`config.mk`:
```
export PLATFORM = sky130hd
export DESIGN_NAME = sv_sq
export DESIGN_NICKNAME = d
export VERILOG_FILES = /design/src/rtl/sv_sq.sv
export SDC_FILE = /design/constraint.sdc
export NUM_CORES = 1
export LEC_CHECK = 0
export CORE_ASPECT_RATIO = 1.75
export CORE_MARGIN = 5
export CORE_UTILIZATION = 43
export DETAILED_ROUTE_END_ITERATION = 16
export GPL_ROUTABILITY_DRIVEN = 1
export GPL_TIMING_DRIVEN = 0
export PLACE_DENSITY_LB_ADDON = 0.05
export REMOVE_ABC_BUFFERS = 1
export SYNTH_ARGS = -nofsm -noshare
export SYNTH_HDL_FRONTEND = slang
export SYNTH_SLANG_ARGS = --single-unit
```
`constraint.sdc`:
```
create_clock -name clk -period 1.8 [get_ports clk]
set_input_delay 0.36 -clock clk [delete_from_list [all_inputs] [get_ports clk]]
set_output_delay 0.36 -clock clk [all_outputs]
set_load 0.02 [all_outputs]
```
`src/rtl/sv_sq.sv`:
```
// Microprogram sequencer: fetches 16-bit words, issues execution words to the unit, runs control words locally.
// Optional WAIT watchdog enabled by defining SV_SQ_WDOG_EN (abort after WDOG_LIMIT cycles without ready).
module sv_sq #(
    parameter int ADDR_W     = 10,
    parameter int CNT_W      = 12,
    parameter int WDOG_LIMIT = 65535
) (
    input  logic              clk,
    input  logic              areset,
    input  logic              start_i,
    input  logic [ADDR_W-1:0] entry_i,
    output logic [ADDR_W-1:0] pm_addr_o,
    output logic              pm_rd_o,
    input  logic [15:0]       pm_data_i,
    output logic              ex_v_o,
    output logic [14:0]       ex_i_o,
    input  logic              ex_ready_i,
    input  logic              ex_comp_i,
    output logic              busy_o,
    output logic              done_o,
    output logic              err_o,
    output logic [ADDR_W-1:0] pc_o
);

    if (ADDR_W < 1 || ADDR_W > 12) begin : g_bad_addr_w
        $error("sv_sq: ADDR_W must be in 1..12");
    end
    if (WDOG_LIMIT < 1) begin : g_bad_wdog
        $error("sv_sq: WDOG_LIMIT must be at least 1");
    end

    typedef enum logic [2:0] {
        S_IDLE,
        S_FETCH,
        S_DECODE,
        S_ISSUE,
        S_WAIT
    } state_t;

    state_t            state_q, state_d;
    logic [ADDR_W-1:0] pc_q, pc_d;
    logic [CNT_W-1:0]  cnt_q, cnt_d;
    logic [14:0]       ex_i_q, ex_i_d;
    logic              busy_q, busy_d;
    logic              done_q, done_d;
    logic              err_q, err_d;
    logic              wait_first_q, wait_first_d;

    logic [2:0]        kind;
    logic [ADDR_W-1:0] target;
    logic [ADDR_W-1:0] pc_inc;

    assign kind   = pm_data_i[14:12];
    assign target = pm_data_i[ADDR_W-1:0];
    assign pc_inc = pc_q + ADDR_W'(1);

`ifdef SV_SQ_WDOG_EN
    localparam int WD_W = $clog2(WDOG_LIMIT + 1);
    logic [WD_W-1:0] wd_q, wd_d;
    logic            wd_expire;

    // Counter is zero outside WAIT, so it starts fresh on every WAIT entry.
    assign wd_expire = (state_q == S_WAIT) && (wd_q == WD_W'(WDOG_LIMIT - 1));

    always_comb begin
        wd_d = '0;
        if (state_q == S_WAIT) wd_d = wd_q + WD_W'(1);
    end

    always_ff @(posedge clk or negedge areset) begin
        if (!areset) wd_q <= '0;
        else         wd_q <= wd_d;
    end
`endif

    always_comb begin
        state_d      = state_q;
        pc_d         = pc_q;
        cnt_d        = cnt_q;
        ex_i_d       = ex_i_q;
        busy_d       = busy_q;
        done_d       = 1'b0;
        err_d        = err_q;
        wait_first_d = 1'b0;
        ex_v_o       = 1'b0;
        unique case (state_q)
            S_IDLE: begin
                if (start_i) begin
                    pc_d    = entry_i;
                    err_d   = 1'b0;
                    busy_d  = 1'b1;
                    state_d = S_FETCH;
                end
            end
            S_FETCH: state_d = S_DECODE;
            S_DECODE: begin
                if (!pm_data_i[15]) begin
                    ex_i_d  = pm_data_i[14:0];
                    state_d = S_ISSUE;
                end else begin
                    state_d = S_FETCH;
                    pc_d    = pc_inc;
                    case (kind)
                        3'b000: begin
                            pc_d    = pc_q;
                            busy_d  = 1'b0;
                            done_d  = 1'b1;
                            state_d = S_IDLE;
                        end
                        3'b001: pc_d = target;
                        3'b010: if (ex_comp_i)  pc_d = target;
                        3'b011: if (!ex_comp_i) pc_d = target;
                        3'b100: cnt_d = CNT_W'(pm_data_i[11:0]);
                        3'b101: begin
                            // Exhausted counter falls through and stays at zero.
                            if (cnt_q != '0) begin
                                cnt_d = cnt_q - CNT_W'(1);
                                if (cnt_q != CNT_W'(1)) pc_d = target;
                            end
                        end
                        default: err_d = 1'b1;
                    endcase
                end
            end
            S_ISSUE: begin
                if (ex_ready_i) begin
                    ex_v_o       = 1'b1;
                    pc_d         = pc_inc;
                    wait_first_d = 1'b1;
                    state_d      = S_WAIT;
                end
            end
            S_WAIT: begin
                // Ready in the cycle right after the pulse is stale and ignored.
                if (!wait_first_q && ex_ready_i) begin
                    state_d = S_FETCH;
                end
`ifdef SV_SQ_WDOG_EN
                else if (wd_expire) begin
                    err_d   = 1'b1;
                    busy_d  = 1'b0;
                    done_d  = 1'b1;
                    state_d = S_IDLE;
                end
`endif
            end
            default: state_d = S_IDLE;
        endcase
    end

    always_ff @(posedge clk or negedge areset) begin
        if (!areset) begin
            state_q      <= S_IDLE;
            pc_q         <= '0;
            cnt_q        <= '0;
            ex_i_q       <= '0;
            busy_q       <= 1'b0;
            done_q       <= 1'b0;
            err_q        <= 1'b0;
            wait_first_q <= 1'b0;
        end else begin
            state_q      <= state_d;
            pc_q         <= pc_d;
            cnt_q        <= cnt_d;
            ex_i_q       <= ex_i_d;
            busy_q       <= busy_d;
            done_q       <= done_d;
            err_q        <= err_d;
            wait_first_q <= wait_first_d;
        end
    end

    assign pm_addr_o = pc_q;
    assign pm_rd_o   = (state_q == S_FETCH);
    assign ex_i_o    = ex_i_q;
    assign busy_o    = busy_q;
    assign done_o    = done_q;
    assign err_o     = err_q;
    assign pc_o      = pc_q;

endmodule

```
**Yosys cells after proc, flatten, opt, wreduce, memory -nomap -nowiden**

Index checks and enable logic that the tools add are counted.

- Bits of input ports: 31
- Bits in registers: 44
- Word-level logic and storage cells: 74
- Output and inout port bits: 40

- Equality and inequality tests: 18
- Reduce and logical (&&, ||, !) cells: 15
- Add/sub/neg operators: 2
- Bitwise operators: 1
- Multiplexer cells: 30

Operators by type and width:

| cell | number |
|---|---|
| $mux W10 | 7 |
| $pmux W10 S5 | 1 |
| $pmux W10 S3 | 1 |
| $pmux W12 S2 | 1 |
| $pmux W3 S5 | 1 |
| $ne A2 B2 Y1 const B | 7 |
| $eq A3 B2 Y1 const B | 4 |
| $mux W1 | 12 |
| $mux W12 | 1 |
| $ne A12 B1 Y1 const B | 1 |
| $reduce_and A4 Y1 | 3 |
| $reduce_bool A12 Y1 | 1 |
| $sub A12 B1 Y12 const B | 1 |
| $add A10 B1 Y10 const B | 1 |
| $eq A3 B3 Y1 const B | 3 |
| $mux W3 | 3 |
| $eq A3 B1 Y1 const B | 2 |
| $logic_not A3 Y1 | 2 |
| $reduce_or A6 Y1 | 1 |
| $reduce_and A5 Y1 | 1 |
| $pmux W1 S2 | 2 |
| $reduce_bool A2 Y1 | 2 |
| $reduce_and A3 Y1 | 1 |
| $reduce_bool A3 Y1 | 1 |
| 6 further kinds | 6 |

**Depth between registers and ports, before layout**

Gate-level depths: netlist of run 1.

- Depth in word-level cells: 6
- Mapped depth: 9
- Mapped depth without buffers: 8

**Worst setup path after synthesis of run 1**

OpenSTA, ideal clock, no wires.

- Path type: register to register
- Start: register cnt_q[0]
- End: register pc_q[4] (netlist: pc_o[4])
- Required time: 1.674 ns
- Cell stages (with the launch flop): 9
- Path buffers: 0
- Arrival: 1.562 ns
- Setup slack: 0.112 ns
- Clock period less this slack: 1.688 ns
- Setup time: 0.126 ns
- Cells stage by stage: dfrtp_1 > inv_1 > ha_1 > nor2_1 > nor2_2 > a211oi_4 > nor3b_1 > a211oi_1 > o21ai_1

- Cells in the longest elaborated chain, start to end: 6
- Elaborated cells on any way between the ends: 7
- Those cells by class: eq/ne (1); mux (5); reduce/logical (1)

Ends and longest elaborated chain:

| what | RTL line | RTL |
|---|---|---|
| start, declared | 42 | `logic [CNT_W-1:0] cnt_q, cnt_d;` |
| start signal, assigned | 164 | `cnt_q <= cnt_d;` |
| $ne A12 B1 Y1 | 118 | `if (cnt_q != CNT_W'(1)) pc_d = target;` |
| $mux W10 | 118 |  |
| $mux W10 (*) | 116 | `if (cnt_q != '0) begin` |
| $pmux W10 S5 (*) | 103 | `case (kind)` |
| $mux W10 (*) | 97 | `if (!pm_data_i[15]) begin` |
| $pmux W10 S3 (*) | 86 | `unique case (state_q)` |
| end signal, assigned | 163 | `pc_q <= pc_d;` |
| end, declared | 41 | `logic [ADDR_W-1:0] pc_q, pc_d;` |

Mark *: on every way between the ends. The rest lies on a longest branch, timed or not. The select of a mux whose other input is x is not followed.
A chain may end at the register's enable or synchronous reset.

**Final worst setup path of run 1**

- Start: register cnt_q[7]
- End: register pc_q[0] (netlist: pc_o[0])

Same word-level chain as after synthesis.

==> results.txt, run 1 <==
----------------------------------------------------
[Outcome]
  Status ... finished with violations
  Failing checks ... negative setup slack

[Worst setup path]
  Total buffers and inverters traversed by the critical path ... 1
  CP cell instances ... nor4_4 -> and4_4 -> a21o_4 -> buf_4 -> o21ai_2 -> o311ai_1 -> o21a_1
  Critical Path End Type ... register
  Startpoint type of the worst setup path ... register
  Largest driver fanout on the critical path ... 9
  Start of the worst register-to-register path ... cnt_q[7]
  Required time worst endpoint ... 2.05 ns
  Worst reg-to-reg path cell count ... 7
  Register-to-register setup slack ... -0.005 ns
  Type of the setup path with the least slack ... reg -> reg
  Top cell family by delay on the critical path ... simple AND/OR/NAND/NOR gates
  CP Data Arrival Time ... 2.05 ns
  Worst flop-to-flop path endpoint ... pc_o[0]
  Stage delay of the slowest cell on the critical path ... 0.45 ns
  Cell type of the slowest stage on the worst timing path ... sky130_fd_sc_hd__dfrtp_2

[Timing]
  Timing-limited maximum frequency ... 0.554 GHz
  Worst slew pin tran ... 0.432 ns
  Setup WS post-layout ... -0.00468 ns
  Final setup viols ... 1
  Final period util ... 100%
  Setup TNS Final ... -0.00468 ns
  Final critical-path required period ... 1.80 ns
  Worst slew margin relative to its limit ... 70.9%
  RSZ-0062 raised after global routing ... true
  Setup skew after layout ... 0.00674 ns
  Final hold slack ... 0.500 ns
  Pins over their slew limit ... 0
  Hold Vio Cnt, Final ... 0

[Clock tree]
  Total clock sinks ... 44
  Clock tree from TritonCTS ... built
  CTS H-Tree Depth ... 2
  Post-CTS clock slew at the launch and capture registers of the worst setup and hold paths ... 0.09 ns
  Total CTS buffers ... 5
  Clk Latency, worst-skew pair ... 0.31 ns
  Root Driver ... sky130_fd_sc_hd__clkbuf_8
  Maximum root-to-sink buffer count ... 2

[Routing]
  Total detailed-routing wirelength ... 7930 um
  First-pass iteration count of the detailed router ... 4
  Routed via count divided by cell count ... 5.63
  Residual DRC ... 0
  DR iter-0 viols ... 264
  Number of routed nets with antenna violations ... 0
  Routed wirelength normalized by instance count ... 17.2 um
  Vias after detailed routing ... 2601

[GRT]
  Largest net degree at the start of global routing ... 31
  Initial antenna violation count ... 0
  Wire length of the first global-routing pass ... 12500 um
  GRT Residual Overflow ... 0
  Number of global-route vias before repair ... 2517
  Total routing resource utilization after global routing ... 19.6%

[Synthesis]
  Number of synthesized flops with an enable pin ... 0
  #FFs+latches synth ... 44
  Cells after Synth ... 301
  Netlist Area Pre-Place ... 0.00269 mm^2
  Fraction of the yosys area taken by sequential cells ... 41.0%
  Yosys Warn Count ... 0
  Post-Syn Area per Cell ... 8.92 um^2
  Yosys cell types ... 52
  Most used DFF post-synth ... sky130_fd_sc_hd__dfrtp_1
  Asr flop ratio synth ... 100%

[Final layout]
  Ant diodes ... 0
  Count of nets after finishing ... 416
  Leading cell types in the layout, fill and taps excluded ... 45 x sky130_fd_sc_hd__clkdlybuf4s50_1, 40 x sky130_fd_sc_hd__dfrtp_1, 37 x sky130_fd_sc_hd__nor2_1, 30 x sky130_fd_sc_hd__o21ai_1, 20 x sky130_fd_sc_hd__nand2_1
  Layout cells sized above 1 ... 21.7%
  Most common cell after layout, fill and taps aside ... sky130_fd_sc_hd__clkdlybuf4s50_1
  Area added between synthesis and finish ... 43.0%
  Number of fillers in the final layout ... 522

[Floorplanning]
  Placement Rows ... 38
  Die width ... 69.7 um
  Area of the placeable core ... 0.00613 mm^2
  Chip Height ... 115 um
  Overall die area ... 0.00799 mm^2
  Ports placed on the boundary ... 71
  Starting utilization of the core area ... 43.8%

[Min path]
  Class of the most critical hold timing path ... in -> async

[Placement]
  Half-perimeter wire length after detailed placement ... 5160 um
  Placer Congestion ... 0.806
  Count of port buffers added during placement ... 70

[Job]
  Max-cap violations ... 0

[Power]
  Pwr/cell area ... 1720 mW/mm^2
  Highest ir drop seen on vdd ... 0.834 mV
  Leakage power of the design ... 1.69 nW

----------------------------------------------------
-- worst max path at each step --
stage | startpoint | to | slack [ns] | cells past startpoint
3_5_place_dp | pm_data_i[12] | pc_o[9] | -1.29 | 7
2_1_floorplan | state_q[1] | ex_i_o[0] | -0.31 | 4
5_1_grt | cnt_q[7] | pc_o[0] | -0.07 | 7
4_1_cts | cnt_q[10] | pc_o[1] | 0.006 | 6
6_report | cnt_q[7] | pc_o[0] | -0.005 | 7
3_3_place_gp | pm_data_i[12] | pc_o[9] | -1.22 | 7
-- cells in the mapped netlist (all sizes together) (2+ instances only) --
cell    number  area (um^2)
dfrtp       44         1100
o21ai       42          214
nor2        40          155
nand2       22         82.6
buf         21          143
a21oi       17         85.1
mux2        15          169
nor3        15         75.1
inv          6         22.5
nand3        6         30.0
o211ai       6         45.0
a211oi       5         50.1
a22oi        5         37.5
nor3b        5         37.5
and3         4         25.0
clkbuf       4         15.0
ha           4         50.1
xnor2        4         35.0
nand2b       3         18.8
nor2b        3         18.8
nor4         3         25.0
o31ai        3         22.5
a32oi        2         17.5
nand3b       2         18.8
o21a         2         15.0
or3          2         17.5
-- power by group --
part           switching (mW)  total [mW]  internal [mW]
Clock                   0.356       0.670          0.314
Sequential              0.471        1.95           1.48
Combinational            2.07        3.99           1.92
Total                    2.90        6.61           3.71
-- cells by family after synthesis --
family | Yosys count | synth area share (%)
AOI/OAI and AO/OA | 91 | 21.8
xor gates and xnor gates | 5 | 1.63
adders and majority gates | 4 | 1.86
buffers and inverters | 31 | 6.71
DFF | 44 | 41.0
muxes | 15 | 6.29
and+or+nand+nor | 111 | 20.7
-- worst register-to-register path, delay by kind of cell (launching register included) --
family	cells	cell delay (ns)
flip-flops	1	0.45
buffers and inverters	1	0.14
AO/OA/AOI/OAI	4	0.48
AND/OR/NAND/NOR	2	0.66
-- layout make-up --
type	count	area, um^2	area share (%)
Multi-Input combinational cell	229	1570	40.8
Tap cell	80	100	2.61
Timing Repair Buffer	95	955	24.9
Clock buffer	8	90.1	2.35
Sequential cell	44	1110	28.8
Inverter	6	22.5	0.587
-- through the flow --
stage	total power, mW	instance area [um^2]	util, %	worst slack [ns]	instances
2_1_floorplan	3.95	2530	-	-0.310	276
3_3_place_gp	5.33	3330	54.3	-1.22	426
3_5_place_dp	5.40	3340	54.5	-1.29	427
4_1_cts	6.42	3660	59.6	0.00576	454
5_1_grt	7.07	3840	62.6	-0.0697	462
6_report	6.61	3840	62.6	-0.00468	462
-- registers in the layout, summed over array words and instances (netlist names) --
signal / flops
busy_o: 1
cnt_q: 12
done_o: 1
err_o: 1
ex_i_o: 15
pc_o: 10
state_q: 3
wait_first_q: 1
-- repair_timing --
action,in CTS,in global routing
pin swaps,4,11
endpoints found under the hold margin,14,0
gates resized for setup,31,33
endpoints found under the setup margin,43,43
cloned,2,1
hold buffers,1,0
setup buffers,16,7
-- layer usage --
metal	share of wire (%)	GRT usage, %	vias to the layer above
li1	-	-	1238
met1	41	21.5	1279
met2	53	36.1	69
met3	4.1	4.13	15
met4	2.2	8.70	0
met5	0	0	-
No activity file was read; power rests on OpenSTA's default activity.
==> run 2, diff against run 1 <==
--- a/config.mk
+++ b/config.mk
@@ -5,7 +5,7 @@
 export SDC_FILE = /design/constraint.sdc
 export NUM_CORES = 1
 export LEC_CHECK = 0
-export CORE_ASPECT_RATIO = 1.75
+export CORE_ASPECT_RATIO = 1.2
 export CORE_MARGIN = 5
 export CORE_UTILIZATION = 43
 export DETAILED_ROUTE_END_ITERATION = 16
@@ -13,6 +13,7 @@
 export GPL_TIMING_DRIVEN = 0
 export PLACE_DENSITY_LB_ADDON = 0.05
 export REMOVE_ABC_BUFFERS = 1
+export SETUP_SLACK_MARGIN = 0.15
 export SYNTH_ARGS = -nofsm -noshare
 export SYNTH_HDL_FRONTEND = slang
 export SYNTH_SLANG_ARGS = --single-unit
==> run 2 against run 1 <==
Cell area up 7.9%; count of clock-buffer cells in the layout is the same; power up 7.2%; the flow now finishes without violations; clock skew is 0.0057 ns higher; hold slack better by 0.0023 ns; sequential power is essentially flat; largest cell class unchanged; via count increased by 3.0%.
==> results.txt, run 2 (synthesis results as in run 1) <==
----------------------------------------------------
[Outcome]
  Status ... finished clean

[Power]
  Pwr/cell area ... 1710 mW/mm^2 (-0.61%)
  Power share of the sequential group ... 27.6% (-1.9 points)
  Int Power ... 3.92 mW (+5.7%)
  Share of power burned in the clock network ... 9.4% (-0.7 points)
  Portion of total power attributed to combinational logic ... 63.0% (+2.6 points)
  Net switching power ... 3.16 mW (+9.1%)
  Highest ir drop seen on vdd ... 0.762 mV (-8.6%)
  Leakage power of the design ... 1.84 nW (+8.7%)
  Total power ... 7.08 mW (+7.2%)
  Sw Share ... 44.6% (+0.77 points)

[GRT]
  Wire length of the first global-routing pass ... 13300 um (+6.4%)
  Initial antenna violation count ... 0 (unchanged)
  Total routing resource utilization after global routing ... 21.7% (+2.1 points)
  Number of global-route vias before repair ... 2668 (+6.0%)
  Largest net degree at the start of global routing ... 30 (-3.2%)
  GRT Residual Overflow ... 0 (unchanged)

[Routing]
  Total detailed-routing wirelength ... 8470 um (+6.8%)
  DR iter-0 viols ... 116 (-56%)
  Vias after detailed routing ... 2678 (+3.0%)
  Routed wirelength normalized by instance count ... 17.8 um (+3.7%)
  Residual DRC ... 0 (unchanged)
  First-pass iteration count of the detailed router ... 4 (unchanged)
  Number of routed nets with antenna violations ... 0 (unchanged)
  Routed via count divided by cell count ... 5.63 (about the same)

[Worst setup path]
  Type of the setup path with the least slack ... reg -> reg
  Cell type of the slowest stage on the worst timing path ... sky130_fd_sc_hd__dfrtp_1
  Worst reg-to-reg path cell count ... 9 (+2)
  Startpoint type of the worst setup path ... register
  Stage delay of the slowest cell on the critical path ... 0.41 ns (-0.04 ns)
  Top cell family by delay on the critical path ... compound AO/OA/AOI/OAI gates
  CP Data Arrival Time ... 1.91 ns (-0.14 ns)
  Register-to-register setup slack ... 0.09 ns (+0.09 ns)
  Largest driver fanout on the critical path ... 6 (-3)
  Critical Path End Type ... register
  CP cell instances ... buf_6 -> ha_4 -> nor2_4 -> nor2_4 -> a211oi_4 -> buf_6 -> nor3_2 -> o21ai_1 -> o21ai_1
  Total buffers and inverters traversed by the critical path ... 2 (+1)
  Worst flop-to-flop path endpoint ... pc_o[4]
  Required time worst endpoint ... 2.00 ns (-0.05 ns)
  Start of the worst register-to-register path ... cnt_q[0]

[Timing]
  Hold Vio Cnt, Final ... 0 (unchanged)
  Worst slew pin tran ... 0.415 ns (-0.0172 ns)
  Timing-limited maximum frequency ... 0.585 GHz (+5.5%)
  Worst slew margin relative to its limit ... 72.3% (+1.4 points)
  Final period util ... 95.0% (-5.2 points)
  RSZ-0062 raised after global routing ... true
  Final critical-path required period ... 1.71 ns (-0.0944 ns)
  Final setup viols ... 0 (-1)
  Pins over their slew limit ... 0 (unchanged)
  Setup skew after layout ... 0.0124 ns (+0.00566 ns)

[Final layout]
  Layout cells sized above 1 ... 30.7% (+9.0 points)
  Ant diodes ... 0 (unchanged)
  Most common cell after layout, fill and taps aside ... sky130_fd_sc_hd__dfrtp_1
  Count of nets after finishing ... 428 (+2.9%)
  Flip-flop count of the largest register after layout ... 15 (unchanged)
  Number of standard cells in the final layout excluding fillers ... 476 (+3.0%)
  Leading cell types in the layout, fill and taps excluded ... 40 x sky130_fd_sc_hd__dfrtp_1, 35 x sky130_fd_sc_hd__nor2_1, 32 x sky130_fd_sc_hd__o21ai_1, 28 x sky130_fd_sc_hd__clkdlybuf4s50_1, 23 x sky130_fd_sc_hd__dlygate4sd2_1
  Area added between synthesis and finish ... 54.2%

[Min path]
  Class of the most critical hold timing path ... in -> async

[Floorplanning]
  Area of the placeable core ... 0.00605 mm^2 (-1.3%)
  Chip Height ... 96.6 um (-16%)
  Die width ... 82.1 um (+18%)
  Starting utilization of the core area ... 44.4% (+0.60 points)
  Placement Rows ... 31 (-18%)
  Overall die area ... 0.00793 mm^2 (-0.70%)
  Ports placed on the boundary ... 71 (unchanged)

[Placement]
  Count of port buffers added during placement ... 70 (unchanged)
  Placer Congestion ... 0.829 (+2.9%)
  Number of placed cells counting well taps ... 429 (+0.47%)
  Half-perimeter wire length after detailed placement ... 5110 um (-1.0%)

[Clock tree]
  CTS H-Tree Depth ... 2 (unchanged)
  Maximum root-to-sink buffer count ... 2 (unchanged)
  Root Driver ... sky130_fd_sc_hd__clkbuf_8
  Post-CTS clock slew at the launch and capture registers of the worst setup and hold paths ... 0.09 ns (about the same)
  Clk Latency, worst-skew pair ... 0.31 ns (about the same)
  Total CTS buffers ... 5 (unchanged)
  Total clock sinks ... 44 (unchanged)
  Clock tree from TritonCTS ... built

[Job]
  Max-cap violations ... 0 (unchanged)

----------------------------------------------------
## run 2: area by class of cell
cell class,instances,area [um^2]
Sequential cell,44,1110
Inverter,6,22.5
Tap cell,82,103
Timing Repair Buffer,105,1040
Fill cell,495,1910
Multi-Input combinational cell,231,1770
Clock buffer,8,90.1
## run 2: metal layers
layer	GRT usage [%]	share of wire [%]	vias up
li1	-	-	1276
met1	25.9	41	1314
met2	38.4	52	77
met3	4.55	5.3	11
met4	7.48	1.7	0
met5	0	0	-
## run 2: power groups by stage
stage	clock [mW]	sequential (mW)	combinational, mW
final	0.665	1.96	4.46
after global routing	0.714	2.04	4.78
after CTS	0.676	1.95	4.00
after detailed placement	0	2.02	3.37
after global placement	0	1.99	3.31
after floorplan	0	2.44	1.52
## run 2: worst max-delay path by stage
| stage | startpoint | endpoint | slack, ns | depth (start not counted) |
|---|---|---|---|---|
| finish | cnt_q[0] | pc_o[4] | 0.09 | 9 |
| global route | pc_o[2] | pc_o[7] | -0.007 | 6 |
| detailed placement | pm_data_i[12] | pc_o[9] | -1.21 | 7 |
| CTS | cnt_q[8] | pc_o[3] | 0.08 | 6 |
| floorplan | state_q[1] | ex_i_o[0] | -0.31 | 4 |
| global placement | pm_data_i[12] | pc_o[9] | -1.19 | 7 |
## run 2: what timing repair did
action / in CTS / in global routing
setup buffers: 22 / 10
endpoints found under the hold margin: 15 / 0
gates cloned: 5 / 1
setup endpoints to repair: 63 / 55
hold buffers: 1 / 0
pin swaps: 25 / 18
resized for setup: 90 / 48
## run 2: metrics by stage
step           worst slack [ns]  util, %  hold WS (ns)  setup TNS [ns]  area, um^2
3_5_place_dp              -1.21     55.3         0.312          -32.67        3350
2_1_floorplan            -0.310        -        0.0644           -5.08        2530
3_3_place_gp              -1.19     55.0         0.489          -73.91        3330
6_report                 0.0897     68.4         0.503               0        4140
4_1_cts                  0.0833     63.8         0.513               0        3860
5_1_grt                -0.00746     68.4         0.535         -0.0143        4140
## run 2: worst register-to-register path: stages, from the launching register on
cell and delay [ns]:
sky130_fd_sc_hd__dfrtp_1 0.41, sky130_fd_sc_hd__buf_6 0.14, sky130_fd_sc_hd__ha_4 0.15, sky130_fd_sc_hd__nor2_4 0.09, sky130_fd_sc_hd__nor2_4 0.06, sky130_fd_sc_hd__a211oi_4 0.37, sky130_fd_sc_hd__buf_6 0.17, sky130_fd_sc_hd__nor3_2 0.03
sky130_fd_sc_hd__o21ai_1 0.12, sky130_fd_sc_hd__o21ai_1 0.08
